`config.mk`:
```
export PLATFORM = sky130hd
export DESIGN_NAME = ins_decode_stage_flat
export DESIGN_NICKNAME = d
export VERILOG_FILES = /design/src/rtl/ins_pkg.sv /design/src/rtl/ins_decode_stage_if.sv /design/src/rtl/ins_field_split.sv /design/src/rtl/ins_decode_stage.sv /design/src/flat_wrapper.sv
export SDC_FILE = /design/constraint.sdc
export NUM_CORES = 1
export LEC_CHECK = 0
export ABC_AREA = 1
export CAP_MARGIN = 20
export CORE_MARGIN = 2
export CORE_UTILIZATION = 53
export DETAILED_ROUTE_END_ITERATION = 10
export HOLD_SLACK_MARGIN = 0.06
export PLACE_DENSITY = 0.85
export SETUP_SLACK_MARGIN = 0.4
export SLEW_MARGIN = 5
export SYNTH_ARGS = -nofsm -noshare
export SYNTH_HDL_FRONTEND = slang
export SYNTH_SLANG_ARGS = --single-unit
```
`constraint.sdc`:
```
create_clock -name clk -period 3.9 [get_ports clk]
set_input_delay 0.585 -clock clk [delete_from_list [all_inputs] [get_ports clk]]
set_output_delay 0.585 -clock clk [all_outputs]
set_load 0.005 [all_outputs]
```
`src/rtl/ins_pkg.sv`:
```
// Shared decode-stage definitions: instruction field offsets, word width and occupancy states.
package ins_pkg;

  typedef enum logic [1:0] {
    OCC_EMPTY = 2'd0,
    OCC_ONE   = 2'd1,
    OCC_TWO   = 2'd2
  } occ_e;

  // Instruction layout, MSB to LSB: {opcode, rt_rd, rs, imm}
  function automatic int ins_width(input int opw, input int regw, input int immw);
    return opw + 2 * regw + immw;
  endfunction

  function automatic int rs_lsb(input int immw);
    return immw;
  endfunction

  function automatic int rt_rd_lsb(input int regw, input int immw);
    return immw + regw;
  endfunction

  function automatic int op_lsb(input int regw, input int immw);
    return immw + 2 * regw;
  endfunction

endpackage

```
`src/rtl/ins_decode_stage_if.sv`:
```
// Instruction-in / decoded-bundle-out handshake bundle for the decode stage.
interface ins_decode_stage_if
  import ins_pkg::*;
#(
  parameter int OPW   = 3,
  parameter int REGW  = 1,
  parameter int IMMW  = 3,
  parameter int DATAW = 8
);
  localparam int INSW = ins_width(OPW, REGW, IMMW);

  logic             in_valid;
  logic             in_ready;
  logic [INSW-1:0]  instruct;
  logic             out_valid;
  logic             out_ready;
  logic [OPW-1:0]   opcode;
  logic [REGW-1:0]  rt_rd;
  logic [REGW-1:0]  rs;
  logic [DATAW-1:0] imm_ext;
  logic             illegal;

  modport slave (
    input  in_valid, instruct, out_ready,
    output in_ready, out_valid, opcode, rt_rd, rs, imm_ext, illegal
  );

  modport master (
    output in_valid, instruct, out_ready,
    input  in_ready, out_valid, opcode, rt_rd, rs, imm_ext, illegal
  );

endinterface

```
`src/rtl/ins_field_split.sv`:
```
// Combinational instruction decode: field split, immediate extension, illegal-opcode lookup.
module ins_field_split
  import ins_pkg::*;
#(
  parameter int                  OPW          = 3,
  parameter int                  REGW         = 1,
  parameter int                  IMMW         = 3,
  parameter int                  DATAW        = 8,
  parameter int                  SEXT         = 1,
  parameter logic [2**OPW-1:0]   ILLEGAL_MASK = '0
) (
  input  logic [ins_width(OPW, REGW, IMMW)-1:0] instruct_i,
  output logic [OPW-1:0]                        opcode_o,
  output logic [REGW-1:0]                       rt_rd_o,
  output logic [REGW-1:0]                       rs_o,
  output logic [DATAW-1:0]                      imm_ext_o,
  output logic                                  illegal_o
);

  localparam int OP_LSB = op_lsb(REGW, IMMW);
  localparam int RT_LSB = rt_rd_lsb(REGW, IMMW);
  localparam int RS_LSB = rs_lsb(IMMW);

  logic [IMMW-1:0] imm;

  assign opcode_o  = instruct_i[OP_LSB +: OPW];
  assign rt_rd_o   = instruct_i[RT_LSB +: REGW];
  assign rs_o      = instruct_i[RS_LSB +: REGW];
  assign imm       = instruct_i[IMMW-1:0];
  assign illegal_o = ILLEGAL_MASK[opcode_o];

  generate
    if (DATAW == IMMW) begin : g_ext_none
      assign imm_ext_o = imm;
    end else begin : g_ext
      logic fill;
      assign fill      = (SEXT != 0) ? imm[IMMW-1] : 1'b0;
      assign imm_ext_o = {{(DATAW-IMMW){fill}}, imm};
    end
  endgenerate

endmodule

```
`src/rtl/ins_decode_stage.sv`:
```
// Decode stage: one-cycle latency, main + skid register for full throughput with a registered in_ready.
module ins_decode_stage
  import ins_pkg::*;
#(
  parameter int                OPW          = 3,
  parameter int                REGW         = 1,
  parameter int                IMMW         = 3,
  parameter int                DATAW        = 8,
  parameter int                SEXT         = 1,
  parameter logic [2**OPW-1:0] ILLEGAL_MASK = '0,
  parameter int                CNTW         = 16
) (
  input  logic                 clk,
  input  logic                 rst_n,
  input  logic                 flush,
  ins_decode_stage_if.slave    bus,
  output logic [CNTW-1:0]      dec_count
);

  generate
    if (DATAW < IMMW) begin : g_bad_dataw
      $error("ins_decode_stage: DATAW must be >= IMMW");
    end
  endgenerate

  // Bundle layout {illegal, opcode, rt_rd, rs, imm_ext}
  localparam int BW = 1 + OPW + 2 * REGW + DATAW;

  logic [OPW-1:0]   dec_op;
  logic [REGW-1:0]  dec_rt;
  logic [REGW-1:0]  dec_rs;
  logic [DATAW-1:0] dec_imm;
  logic             dec_ill;
  logic [BW-1:0]    dec_bundle;

  ins_field_split #(
    .OPW          (OPW),
    .REGW         (REGW),
    .IMMW         (IMMW),
    .DATAW        (DATAW),
    .SEXT         (SEXT),
    .ILLEGAL_MASK (ILLEGAL_MASK)
  ) u_split (
    .instruct_i (bus.instruct),
    .opcode_o   (dec_op),
    .rt_rd_o    (dec_rt),
    .rs_o       (dec_rs),
    .imm_ext_o  (dec_imm),
    .illegal_o  (dec_ill)
  );

  assign dec_bundle = {dec_ill, dec_op, dec_rt, dec_rs, dec_imm};

  occ_e            state_q, state_d;
  logic [BW-1:0]   main_q;
  logic [BW-1:0]   skid_q;
  logic [CNTW-1:0] cnt_q, cnt_d;
  logic            accept, handoff;
  logic            load_main, load_skid, promote;

  assign bus.in_ready  = (state_q != OCC_TWO);
  assign bus.out_valid = (state_q != OCC_EMPTY);
  assign accept        = bus.in_valid & bus.in_ready;
  assign handoff       = bus.out_valid & bus.out_ready;

  always_comb begin
    state_d   = state_q;
    load_main = 1'b0;
    load_skid = 1'b0;
    promote   = 1'b0;
    if (flush) begin
      state_d = OCC_EMPTY;
    end else begin
      unique case (state_q)
        OCC_EMPTY: begin
          if (accept) begin
            state_d   = OCC_ONE;
            load_main = 1'b1;
          end
        end
        OCC_ONE: begin
          if (accept && !handoff) begin
            state_d   = OCC_TWO;
            load_skid = 1'b1;
          end else if (handoff && !accept) begin
            state_d   = OCC_EMPTY;
          end else if (accept && handoff) begin
            load_main = 1'b1;
          end
        end
        OCC_TWO: begin
          if (handoff) begin
            state_d = OCC_ONE;
            promote = 1'b1;
          end
        end
        default: state_d = OCC_EMPTY;
      endcase
    end
  end

  always_comb begin
    cnt_d = cnt_q;
    // A handoff during a flush cycle is still a real delivery and counts
    if (handoff && (cnt_q != {CNTW{1'b1}})) begin
      cnt_d = cnt_q + CNTW'(1);
    end
  end

  always_ff @(posedge clk) begin
    if (!rst_n) begin
      state_q <= OCC_EMPTY;
      main_q  <= '0;
      skid_q  <= '0;
      cnt_q   <= '0;
    end else begin
      state_q <= state_d;
      cnt_q   <= cnt_d;
      if (load_main) begin
        main_q <= dec_bundle;
      end else if (promote) begin
        main_q <= skid_q;
      end
      if (load_skid) begin
        skid_q <= dec_bundle;
      end
    end
  end

  assign {bus.illegal, bus.opcode, bus.rt_rd, bus.rs, bus.imm_ext} = main_q;
  assign dec_count = cnt_q;

endmodule

```
`src/flat_wrapper.sv`:
```
// flat-port wrapper written by rule: the top's interface ports become plain ports
module ins_decode_stage_flat import ins_pkg::*;
#(
  parameter int                OPW          = 3,
  parameter int                REGW         = 1,
  parameter int                IMMW         = 3,
  parameter int                DATAW        = 8,
  parameter int                SEXT         = 1,
  parameter logic [2**OPW-1:0] ILLEGAL_MASK = '0,
  parameter int                CNTW         = 16
)
  (clk, rst_n, flush, dec_count, bus_in_valid, bus_instruct, bus_out_ready, bus_in_ready, bus_out_valid, bus_opcode, bus_rt_rd, bus_rs, bus_imm_ext, bus_illegal);
  ins_decode_stage_if #(.OPW(OPW), .REGW(REGW), .IMMW(IMMW), .DATAW(DATAW)) bus_i ();
  input  logic clk;
  input  logic rst_n;
  input  logic flush;
  output logic [CNTW-1:0] dec_count;
  input wire logic [$bits(bus_i.in_valid)-1:0] bus_in_valid;
  input wire logic [$bits(bus_i.instruct)-1:0] bus_instruct;
  input wire logic [$bits(bus_i.out_ready)-1:0] bus_out_ready;
  output wire logic [$bits(bus_i.in_ready)-1:0] bus_in_ready;
  output wire logic [$bits(bus_i.out_valid)-1:0] bus_out_valid;
  output wire logic [$bits(bus_i.opcode)-1:0] bus_opcode;
  output wire logic [$bits(bus_i.rt_rd)-1:0] bus_rt_rd;
  output wire logic [$bits(bus_i.rs)-1:0] bus_rs;
  output wire logic [$bits(bus_i.imm_ext)-1:0] bus_imm_ext;
  output wire logic [$bits(bus_i.illegal)-1:0] bus_illegal;
  assign bus_i.in_valid = bus_in_valid;
  assign bus_i.instruct = bus_instruct;
  assign bus_i.out_ready = bus_out_ready;
  assign bus_in_ready = bus_i.in_ready;
  assign bus_out_valid = bus_i.out_valid;
  assign bus_opcode = bus_i.opcode;
  assign bus_rt_rd = bus_i.rt_rd;
  assign bus_rs = bus_i.rs;
  assign bus_imm_ext = bus_i.imm_ext;
  assign bus_illegal = bus_i.illegal;
  ins_decode_stage #(.OPW(OPW), .REGW(REGW), .IMMW(IMMW), .DATAW(DATAW), .SEXT(SEXT), .ILLEGAL_MASK(ILLEGAL_MASK), .CNTW(CNTW)) u_core (.clk(clk), .rst_n(rst_n), .flush(flush), .bus(bus_i), .dec_count(dec_count));
endmodule
```
== Word level (Yosys, flattened, before mapping) ==
Memory sizes are Yosys's and may differ from the RTL's.
Cells that the tools add are included.
Widths: inputs -> output; s select.
Storage, ports and cells
  flip-flop bits (word level): 46
  ROM bits: 8
  input port bits: 13
  output and inout port bits: 32
  logic and storage cells: 48
  memories kept: 1
Memory list
  (name not given): depth 8, bits a word 1, read ports 1, clocked after Yosys merged registers in 0, wr ports 0, RTL line ins_field_split.sv:30  | assign illegal_o = ILLEGAL_MASK[opcode_o];
Operators by class
  $add $sub $neg: 1
  order comparisons: 1
  equal/unequal tests: 7
  multiplexer cells: 20
  bitwise operators: 3
  reduce and logical (&&, ||, !) cells: 11
Operators with widths (count)
  $mux 14: 2
  $add 16x1->16 const B: 1
  $ne 16x16->1 const B: 1
  $mux 1: 12
  $mux 2: 4
  $pmux 2 s3: 1
  $logic_and 1x1->1: 4
  $lt 3x4->1 const B: 1
  $ne 2x1->1 const B: 2
  $reduce_bool 2->1: 2
  $ne 3x1->1 const B: 1
  $reduce_and 3->1: 1
  $and 1x1->1: 2
  $eq 2x1->1 const B: 1
  $eq 2x2->1 const B: 1
  $logic_not 1->1: 2
  $logic_not 2->1: 1
  $ne 2x2->1 const B: 1
  $pmux 1 s2: 1
  $reduce_or 2->1: 1
  $not 1->1: 1

== Depth between registers and ports, before layout ==
Gate-level depths: netlist of run 1.
  depth in word-level cells: 9
  depth in mapped cells: 11
  gate-level depth less buffers: 11

== Modules after synthesis ==
From an unflattened synthesis of run 1, not the netlist that was laid out.
Second synthesis, totals
  cell total of the unflattened synthesis: 334
  area, all modules: 2302.2 sq um
Modules (own cells, without submodules)
  ins_decode_stage: times used 1, cells an instance 319, area each 2193.4 sq um, seq. area each 920.9 sq um
  ins_field_split: times used 1, cells an instance 15, area each 108.9 sq um, seq. area each 0.0 sq um

== Least setup slack after synthesis of run 1 ==
Ideal clock, no wire load.
  kind: input to register
  start point: input port bus_out_ready
  end point: register u_core.main_q[10]
  setup time: 0.138 ns
  data arrival time: 1.538 ns
  required time: 3.762 ns
  setup slack: 2.224 ns
  stages: 8
  path buffers: 0
  cells stage by stage: inv_2 -> nor2_4 -> ha_1 -> nand2_1 -> o21ai_2 -> nand2_1 -> nand3_1 -> a21oi_1
On the way
  longest elaborated chain between the ends: 8
  elaborated cells on any way between the ends: 15
  classes of those cells: mux: 9; bitwise: 1; reduce/logical: 5
RTL lines
  from (decl): RTL line flat_wrapper.sv:20  | input wire logic [$bits(bus_i.out_ready)-1:0] bus_out_ready;
  $and 1x1->1 *: RTL line ins_decode_stage.sv:64  | assign handoff = bus.out_valid & bus.out_ready;
  $logic_and 1x1->1: RTL line ins_decode_stage.sv:87  | end else if (accept && handoff) begin
  $mux 1: RTL line ins_decode_stage.sv:87
  $mux 1: RTL line ins_decode_stage.sv:85  | end else if (handoff && !accept) begin
  $mux 1: RTL line ins_decode_stage.sv:82  | if (accept && !handoff) begin
  $pmux 1 s2: RTL line ins_decode_stage.sv:74  | unique case (state_q)
  $mux 1: RTL line ins_decode_stage.sv:71  | if (flush) begin
  $mux 14 or $reduce_bool 2->1 (tied branches)
  to (signal assigned): RTL line ins_decode_stage.sv:120  | main_q <= dec_bundle;
  to (signal assigned): RTL line ins_decode_stage.sv:122  | main_q <= skid_q;
  to (decl): RTL line ins_decode_stage.sv:55  | logic [BW-1:0] main_q;
Every way passes the cells marked *; elsewhere a longest branch is shown, timed or not.
A chain may end at the register's enable or synchronous reset.

== Worst setup path after layout of run 1 ==
  start point: input port bus_out_ready
  end point: register u_core.main_q[1]
The elaborated chain is that of the path after synthesis.

==> metrics.csv, run 1 <==
metric,value,unit
via count,1849,
CTS tree,done,
maxcap violations,0,
crit path max fanout,10,
router iterations before antenna repair,4,
normalized max-slew margin,42.1,%
core box area,0.00336,mm2
Reg-to-Reg End,u_core.dec_count[8]$_SDFFE_PN0P_,
critical path capture point type,flip-flop,
r2r setup slk,2.09,ns
final setup vio count,0,
worst hold slack,0.494,ns
"commonest non-fill, non-tap cell in the layout",nand2_1,
clock power share,43.9,%
post-route ant nets,0,
"CP delay by family, top",simple AND/OR/NAND/NOR gates,
vias per cell,5.12,
Final period util,53.4,%
# DRC,0,
Area Overhead vs Synth,27.8,%
final worst setup slack,1.82,ns
Final nets,330,
H-tree levels,2,
vias in the first global route,1701,
"Reg clk slew, reported paths",0.11,ns
crit path buf inv count,2,
FP Rows,21,
unrepaired setup endpoints after global routing,false,
Mapped Avg Cell Area,6.77,um2
clock latency on the worst-skew pair,0.34,ns
Max stage delay on crit path,0.49,ns
cts hold-fix bufs,0,
Synth warnings,0,
die area,0.00402,mm2
hold crit path type,flip-flop to flip-flop,
Hold Crit Start,u_core.skid_q[9]$_SDFFE_PN0P_,
Switching Share,21.8,%
global-route wire length before repair,7.63,mm
post_cts resized,0,
share of layout cells above drive strength 1,9.21,%
Die X,63.4,um
antenna violations before repair,0,
WHS Path Cells,2,
number of diodes,0,
clk sink count,34,
worst reg2reg startpoint,u_core.dec_count[1]$_SDFFE_PN0P_,
Worst Hold End,u_core.skid_q[9]$_SDFFE_PN0P_,
Starting Density,55.6,%
crit path launch type,input port,
pwr dens,325,mW/mm2
CTS Buf Count,5,
Layout Skew,0.00821,ns
Post-synth EDFFs,0,
Worst VDD drop,0.000184,V
crit path cell chain,"clkdlybuf4s50_1, inv_2, nor2_4, ha_1, nand2_1, o21ai_2, nand2_1, nand3_1, a21oi_1",
Die H,63.4,um
Place WS,1.46,ns
clock root buffer,clkbuf_4,
Filler cells,310,
ys flop type,dfxtp_1,
Synth Register Bits,34,
io pins,45,
crit path kind,input port to flip-flop,
CP Data Required Time,4.10,ns
Post-CTS Setup Bufs,0,
"Arr. time, crit path",2.29,ns
Worst-Margin Slew,0.868,ns
worst reg2reg path depth,8,
"Seq/Total Area, Yosys",36.4,%
Gate power share,9.7,%
grt ovf,0,
Clock Tree Buf Depth,2,
GPL Wtd Cong,0.838,
WL per Instance,12.2,um
max frequency,480,MHz
DRT Wirelength,4.39,mm
Synth async-reset ratio,0,%
Sw Pwr,169,uW
Critical path origin,bus_out_ready,
DR iter-0 viols,142,
Final Hold Vio Count,0,
final core utilization,71.0,%
fin. max-slew vios,0,
Post-DP HPWL,3.16,mm
"Slowest-stage cell, CP",clkdlybuf4s50_1,
"commonest cells after routing, fill and taps aside","nand2_1, clkdlybuf4s50_1, nor2_1",
Pint,608,uW
gr usage total,23.7,%
Leak Pwr,0.888,nW
Netlist cell types,30,
Post-Syn Area,0.00187,mm2
Port Buf Inserts,43,
Setup Total Neg Slack,0,ns
minimum clock period,2.08,ns
Post-Syn Nets,292,
post-synthesis cell count,276,
Sequential Power Share,46.3,%
Worst path most repeated cell,nand2_1,
outcome,completed,
pin count of the biggest net entering global routing,23,
cell type report:
type	count	area (um2)	area share, %
clock inverter	2	60.1	2.51
multi-input combinational	200	996	41.7
inverter	30	113	4.71
clock buffer	6	51.3	2.15
timing repair buffer	43	430	18.0
tap	46	57.6	2.41
sequential	34	681	28.5
tightest hold or removal path, delay by kind of cell, from the launching register on:
family | cells | cell delay (ns)
DFF | 1 | 0.32
and+or+nand+nor | 2 | 0.14
metal layers:
layer | track usage (%) | vias up | share of wire [%]
li1 | - | 947 | -
met1 | 31.5 | 846 | 48
met2 | 38.3 | 51 | 46
met4 | 5.98 | 0 | 0.98
met3 | 5.89 | 5 | 5.1
met5 | 0 | - | 0
metrics by stage:
| stage | instance area [um2] | instances | total power [mW] |
|---|---|---|---|
| 6_report | 2390 | 361 | 0.777 |
| 5_1_grt | 2390 | 361 | 0.814 |
| 4_1_cts | 2390 | 361 | 0.782 |
| 3_5_place_dp | 2280 | 353 | 0.443 |
| 3_3_place_gp | 2280 | 353 | 0.442 |
| 2_1_floorplan | 1870 | 276 | 0.410 |
power by group through the flow:
stage	clock, mW	sequential [mW]	combinational [mW]
6_report	0.341	0.360	0.0756
5_1_grt	0.369	0.361	0.0841
4_1_cts	0.346	0.360	0.0757
3_5_place_dp	0	0.368	0.0752
3_3_place_gp	0	0.368	0.0738
2_1_floorplan	0	0.368	0.0423
sequential cells by signal, summed over array words and instances, names as in the netlist:
register,count
u_core.state_q,2
u_core.dec_count,16
u_core.skid_q,8
u_core.main_q,8
worst max-delay path by stage:
stage                     cells past startpoint  slack, ns                             end
after floorplan                               8       2.22  u_core.main_q[10]$_SDFFE_PN0P_
after global placement                        9       1.52   u_core.main_q[7]$_SDFFE_PN0P_
after detailed placement                      9       1.46  u_core.main_q[12]$_SDFFE_PN0P_
after CTS                                     9       1.83  u_core.main_q[12]$_SDFFE_PN0P_
after global routing                          9       1.64   u_core.main_q[1]$_SDFFE_PN0P_
final                                         9       1.82   u_core.main_q[1]$_SDFFE_PN0P_
cells in the mapped netlist (3+ instances only):
cell      number  area [um2]
nand2_1       75         282
a21oi_1       14        70.1
clkbuf_1       3        11.3
buf_4          6        45.0
nor2_1        37         139
inv_2          4        15.0
o21ai_0       11        55.1
nand4_1        4        25.0
nand3_1       25         125
ha_1           3        37.5
a21oi_2        8        70.1
dfxtp_1       34         681
xor2_1         4        35.0
xnor2_1        3        26.3
nor3_1         3        15.0
inv_1         26        97.6
kinds of logic after synthesis:
kind of cell	synth area share, %
compound gates	12.0
xor+xnor	3.28
fa+ha+maj	2.01
buf+inv	10.3
flops	36.4
other cells	0.201
simple gates	35.8
No activity file was read; power rests on OpenSTA's default activity.
==> inputs of run 2 (changes only) <==
Settings changed: CORE_UTILIZATION 53 to 49, PLACE_DENSITY 0.85 to 0.79.
Clock period 3.9 ns to 2.16 ns, I/O delays scaled along.
==> run 2 against run 1 <==
  * Non-clock buffer count grew 7
  * Final cell count grew 2.2%
  * Combinational power grew 92%
  * Register-to-register slack lost 1.6 ns
  * Global-route usage shrank 1.9 points
  * First-iteration DRC count shrank 17%
  * Clock power grew 27%
  * Largest cell class unchanged
==> metrics.csv, run 2 (same netlist as run 1, synthesis figures left out) <==
metric,value,unit
r2r setup slk,0.52,ns
"CP delay by family, top",buffers and inverters,
Clock Tree Buf Depth,2,
Layout Skew,0.00686,ns
Setup Total Neg Slack,0,ns
crit path launch type,flip-flop,
clock latency on the worst-skew pair,0.28,ns
Area Overhead vs Synth,30.5,%
pin count of the biggest net entering global routing,23,
post-route ant nets,0,
crit path kind,flip-flop to primary output,
Post-DP HPWL,3.15,mm
critical path capture point type,primary output,
"commonest non-fill, non-tap cell in the layout",nand2_1,
register area,682,um2
Final nets,337,
CP Data Required Time,1.84,ns
number of diodes,0,
CTS Buf Count,5,
Worst VDD drop,0.000315,V
Final period util,79.1,%
gr usage total,21.8,%
final setup vio count,0,
Final Hold Vio Count,0,
maxcap violations,0,
footprint of the multi-input gates,0.00102,mm2
"non-filler cells, final",369,
placed cell count,360,
die area,0.00433,mm2
Max stage delay on crit path,0.46,ns
Port Buf Inserts,43,
CTS tree,done,
max frequency,585,MHz
"Reg clk slew, reported paths",0.06,ns
Filler cells,318,
GPL Wtd Cong,0.862,
clk sink count,34,
Die X,65.8,um
DRT Wirelength,4.26,mm
crit path buf inv count,2,
crit path max fanout,3,
core box area,0.00366,mm2
WL per Instance,11.5,um
crit path cell chain,"nor2_2, inv_2, clkdlybuf4s50_1",
design area,0.00244,mm2
"Slowest-stage cell, CP",clkdlybuf4s50_1,
antenna violations before repair,0,
worst hold slack,0.484,ns
max reg flops,16,
io pins,45,
DR iter-0 viols,118,
pwr dens,503,mW/mm2
Leak Pwr,0.914,nW
vias in the first global route,1671,
vias per cell,5.18,
Area after DPL,0.00232,mm2
via count,1910,
hold crit path type,flip-flop to flip-flop,
fin. max-slew vios,0,
grt ovf,0,
minimum clock period,1.71,ns
outcome,completed,
# DRC,0,
worst reg2reg path depth,8,
H-tree levels,2,
Die H,65.8,um
FP Rows,22,
router iterations before antenna repair,4,
unrepaired setup endpoints after global routing,true,
Starting Density,51.1,%
"Arr. time, crit path",1.39,ns
share of layout cells above drive strength 1,12.8,%
Stages on worst setup path,3,
clock root buffer,clkbuf_8,
global-route wire length before repair,7.36,mm
WHS Path Cells,2,
"commonest cells after routing, fill and taps aside","nand2_1, clkdlybuf4s50_1, nor2_1",
run 2: report_power, final:
group | internal, mW | total (mW) | switching [mW]
clock network | 0.216 | 0.433 | 0.217
logic | 0.0711 | 0.145 | 0.0736
registers | 0.641 | 0.651 | 0.00949
total | 0.928 | 1.23 | 0.300
run 2: through the flow:
step | power (mW) | setup WS (ns) | utilization, %
after CTS | 1.23 | 0.407 | 65.5
after detailed placement | 0.804 | 0.137 | 63.3
after global routing | 1.29 | 0.364 | 66.6
after global placement | 0.802 | 0.202 | 63.3
after floorplan | 0.740 | 0.652 | -
final | 1.23 | 0.451 | 66.6
run 2: worst min-delay path, delay by kind of cell, from the launching register on:
kind	cells	cell delay [ns]
DFF	1	0.33
and+or+nand+nor	2	0.13
run 2: per-layer routing:
metal | part of all wire [%] | vias to the layer above | global-route usage (%) | wire, um
li1 | - | 959 | - | -
met1 | 45 | 880 | 27.0 | 1900
met2 | 48 | 64 | 37.1 | 2050
met3 | 6.1 | 7 | 4.45 | 260
met4 | 1.3 | 0 | 7.81 | 55
met5 | 0 | - | 0 | 0
run 2: worst paths after layout:
path,start,end
setup / recovery,u_core.state_q[1]$_SDFFE_PP0P_,bus_out_valid
hold / removal,u_core.skid_q[7]$_SDFFE_PN0P_,u_core.skid_q[7]$_SDFFE_PN0P_
setup reg to reg,u_core.dec_count[0]$_SDFFE_PN0P_,u_core.dec_count[15]$_SDFFE_PN0P_
hold reg to reg,u_core.skid_q[7]$_SDFFE_PN0P_,u_core.skid_q[7]$_SDFFE_PN0P_
run 2: layout make-up:
class	instances	share of cell area [%]
Multi-Input combinational cell	200	41.9
Sequential cell	34	27.9
Timing Repair Buffer	50	19.8
Inverter	30	4.62
Clock buffer	5	2.82
Tap cell	48	2.46
Clock inverter	2	0.410
run 2: repair_timing:
item,CTS,global route
endpoints found under the setup margin,11,29
pin swaps,0,2
setup buffers,0,2
gates resized for setup,1,7
hold buffers,0,0
==> inputs of run 3 (changes only) <==
Clock period 2.16 ns to 1.6 ns, I/O delays scaled along.
==> run 3 against run 2 <==
  * The flow now finishes with violations (setup timing)
  * Final cell count increased by 11%
  * Sequential power increased by 33%
  * Non-clock buffer count rose by 36
  * Clock-buffer cell count grew 2
  * Register-to-register slack lost 0.55 ns
  * Critical endpoint is now u_core.dec_count[12]$_SDFFE_PN0P_
  * Hold slack got worse by 0.079 ns
  * Combinational power increased by 120%
  * Largest cell class unchanged
==> metrics.csv, run 3 (same netlist as run 1, synthesis figures left out) <==
metric,value,unit
Worst path most repeated cell,buf_6,
WHS Path Cells,4,
Max stage delay on crit path,0.37,ns
clk sink count,34,
CTS tree,done,
Post-DP HPWL,3.44,mm
Setup Total Neg Slack,-0.0288,ns
die area,0.00433,mm2
failing checks,setup timing,
DR iter-0 viols,284,
FP Rows,22,
post-route ant nets,0,
Port Buf Inserts,43,
Place WS,-0.122,ns
grt ovf,0,
Worst Hold End,u_core.state_q[1]$_SDFFE_PP0P_,
final setup vio count,1,
GRT met1 Usage,32.2,%
io pins,45,
Starting Density,51.1,%
"Reg clk slew, reported paths",0.09,ns
worst reg2reg startpoint,u_core.state_q[0]$_SDFFE_PP0P_,
Final Hold Vio Count,0,
gr usage total,27.4,%
crit path cell chain,"nor2_4, buf_6, nor2_4, buf_6, buf_6, buf_12, a31oi_1, nor3_1",
CP Data Required Time,1.76,ns
busiest grt layer,met2,
GPL Wtd Cong,0.850,
met3 track demand over resource,5.14,%
minimum clock period,1.63,ns
router iterations before antenna repair,5,
core box area,0.00366,mm2
fin. max-slew vios,0,
Layout Skew,0.0183,ns
"Arr. time, crit path",1.79,ns
"commonest cells after routing, fill and taps aside","nand2_1, buf_4, nor2_1",
Reg-to-Reg End,u_core.dec_count[12]$_SDFFE_PN0P_,
Die H,65.8,um
"non-filler cells, final",409,
"commonest non-fill, non-tap cell in the layout",nand2_1,
Hold Crit Start,bus_out_ready,
# DRC,0,
Area Overhead vs Synth,68.7,%
Leak Pwr,1.44,nW
unrepaired setup endpoints after global routing,true,
vias in the first global route,1929,
"Slowest-stage cell, CP",dfxtp_2,
clock latency on the worst-skew pair,0.31,ns
maxcap violations,0,
outcome,finished with violations,
met2 usage,48.4,%
WL per Instance,19.1,um
r2r setup slk,-0.03,ns
max frequency,614,MHz
hold crit path type,input port to flip-flop,
crit path max fanout,5,
Final nets,376,
H-tree levels,2,
Clock Tree Buf Depth,2,
crit path launch type,flip-flop,
via count,2381,
antenna violations before repair,0,
pin count of the biggest net entering global routing,15,
crit path kind,flip-flop to flip-flop,
clock root buffer,clkbuf_8,
Worst VDD drop,0.000581,V
share of layout cells above drive strength 1,44.0,%
critical path capture point type,flip-flop,
Final period util,102,%
Die X,65.8,um
pwr dens,598,mW/mm2
max reg flops,16,
cts hold-fix bufs,0,
vias per cell,5.82,
global-route wire length before repair,9.05,mm
final worst setup slack,-0.0288,ns
placed cell count,368,
number of diodes,0,
Design Power,1.89,mW
worst reg2reg path depth,8,
CTS Buf Count,5,
DRT Wirelength,7.82,mm
-- run 3: cell types whose count changed in the layout (fill, tap and decap cells not counted), moves of 8 or more --
cell / delta
clkdlybuf4s50_1: -30
nand2_1: -17
o21ai_0: -9
dfxtp_1: -21
buf_6: +10
nand3_2: +10
dfxtp_4: +12
nand2_2: +14
dlygate4sd2_1: +18
dfxtp_2: +9
nand3_1: -12
dlymetal6s2s_1: +8
buf_4: +25
-- run 3: area by class of cell --
class                           count  area [um2]
Fill cell                         181         508
Tap cell                           48        60.1
Sequential cell                    34         738
Inverter                           30         120
Multi-Input combinational cell    203        1360
Clock inverter                      1        5.00
Clock buffer                        7        86.3
Timing Repair Buffer               86         787
-- run 3: metrics by stage --
stage          hold slack, ns  cell area [um2]  utilization, %
5_1_grt                 0.453             3150            86.1
2_1_floorplan           0.381             1970               -
3_5_place_dp            0.474             2470            67.4
6_report                0.405             3150            86.1
3_3_place_gp            0.467             2470            67.4
4_1_cts                 0.399             2870            78.3
-- run 3: what timing repair did --
action                     CTS  global route
setup endpoints to repair   65            46
pin swaps                   15            17
buffers inserted            21             9
cloned                       1             2
resized for setup           82            62
-- run 3: worst max path at each step --
stage,start,endpoint,slack [ns],cells after the start
final,u_core.state_q[0]$_SDFFE_PP0P_,u_core.dec_count[12]$_SDFFE_PN0P_,-0.03,8
after global placement,bus_out_ready,u_core.main_q[0]$_SDFFE_PN0P_,-0.09,10
after global routing,u_core.state_q[1]$_SDFFE_PP0P_,u_core.dec_count[12]$_SDFFE_PN0P_,-0.07,8
after detailed placement,bus_in_valid,u_core.main_q[7]$_SDFFE_PN0P_,-0.12,10
after floorplan,u_core.state_q[1]$_SDFFE_PP0P_,u_core.main_q[11]$_SDFFE_PN0P_,0.23,8
after CTS,u_core.state_q[1]$_SDFFE_PP0P_,u_core.main_q[0]$_SDFFE_PN0P_,0.15,10
-- run 3: metal layers --
metal  part of all wire, %  vias to the layer above
met4                   5.2                        0
met5                     0                        -
met1                    36                     1094
met2                    50                      189
li1                      -                     1051
met3                   8.6                       47
-- run 3: power breakdown --
part / switching [mW] / internal, mW / leakage [nW]
sequential: 0.0169 / 0.848 / 0.290
combinational: 0.169 / 0.152 / 1.11
clock: 0.352 / 0.348 / 0.0482
-- run 3: worst max-delay path, delay by kind of cell (launching register included) --
kind | cells | cell delay (ns)
compound gates | 1 | 0.09
buf+inv | 4 | 0.49
flops | 1 | 0.37
simple gates | 3 | 0.52
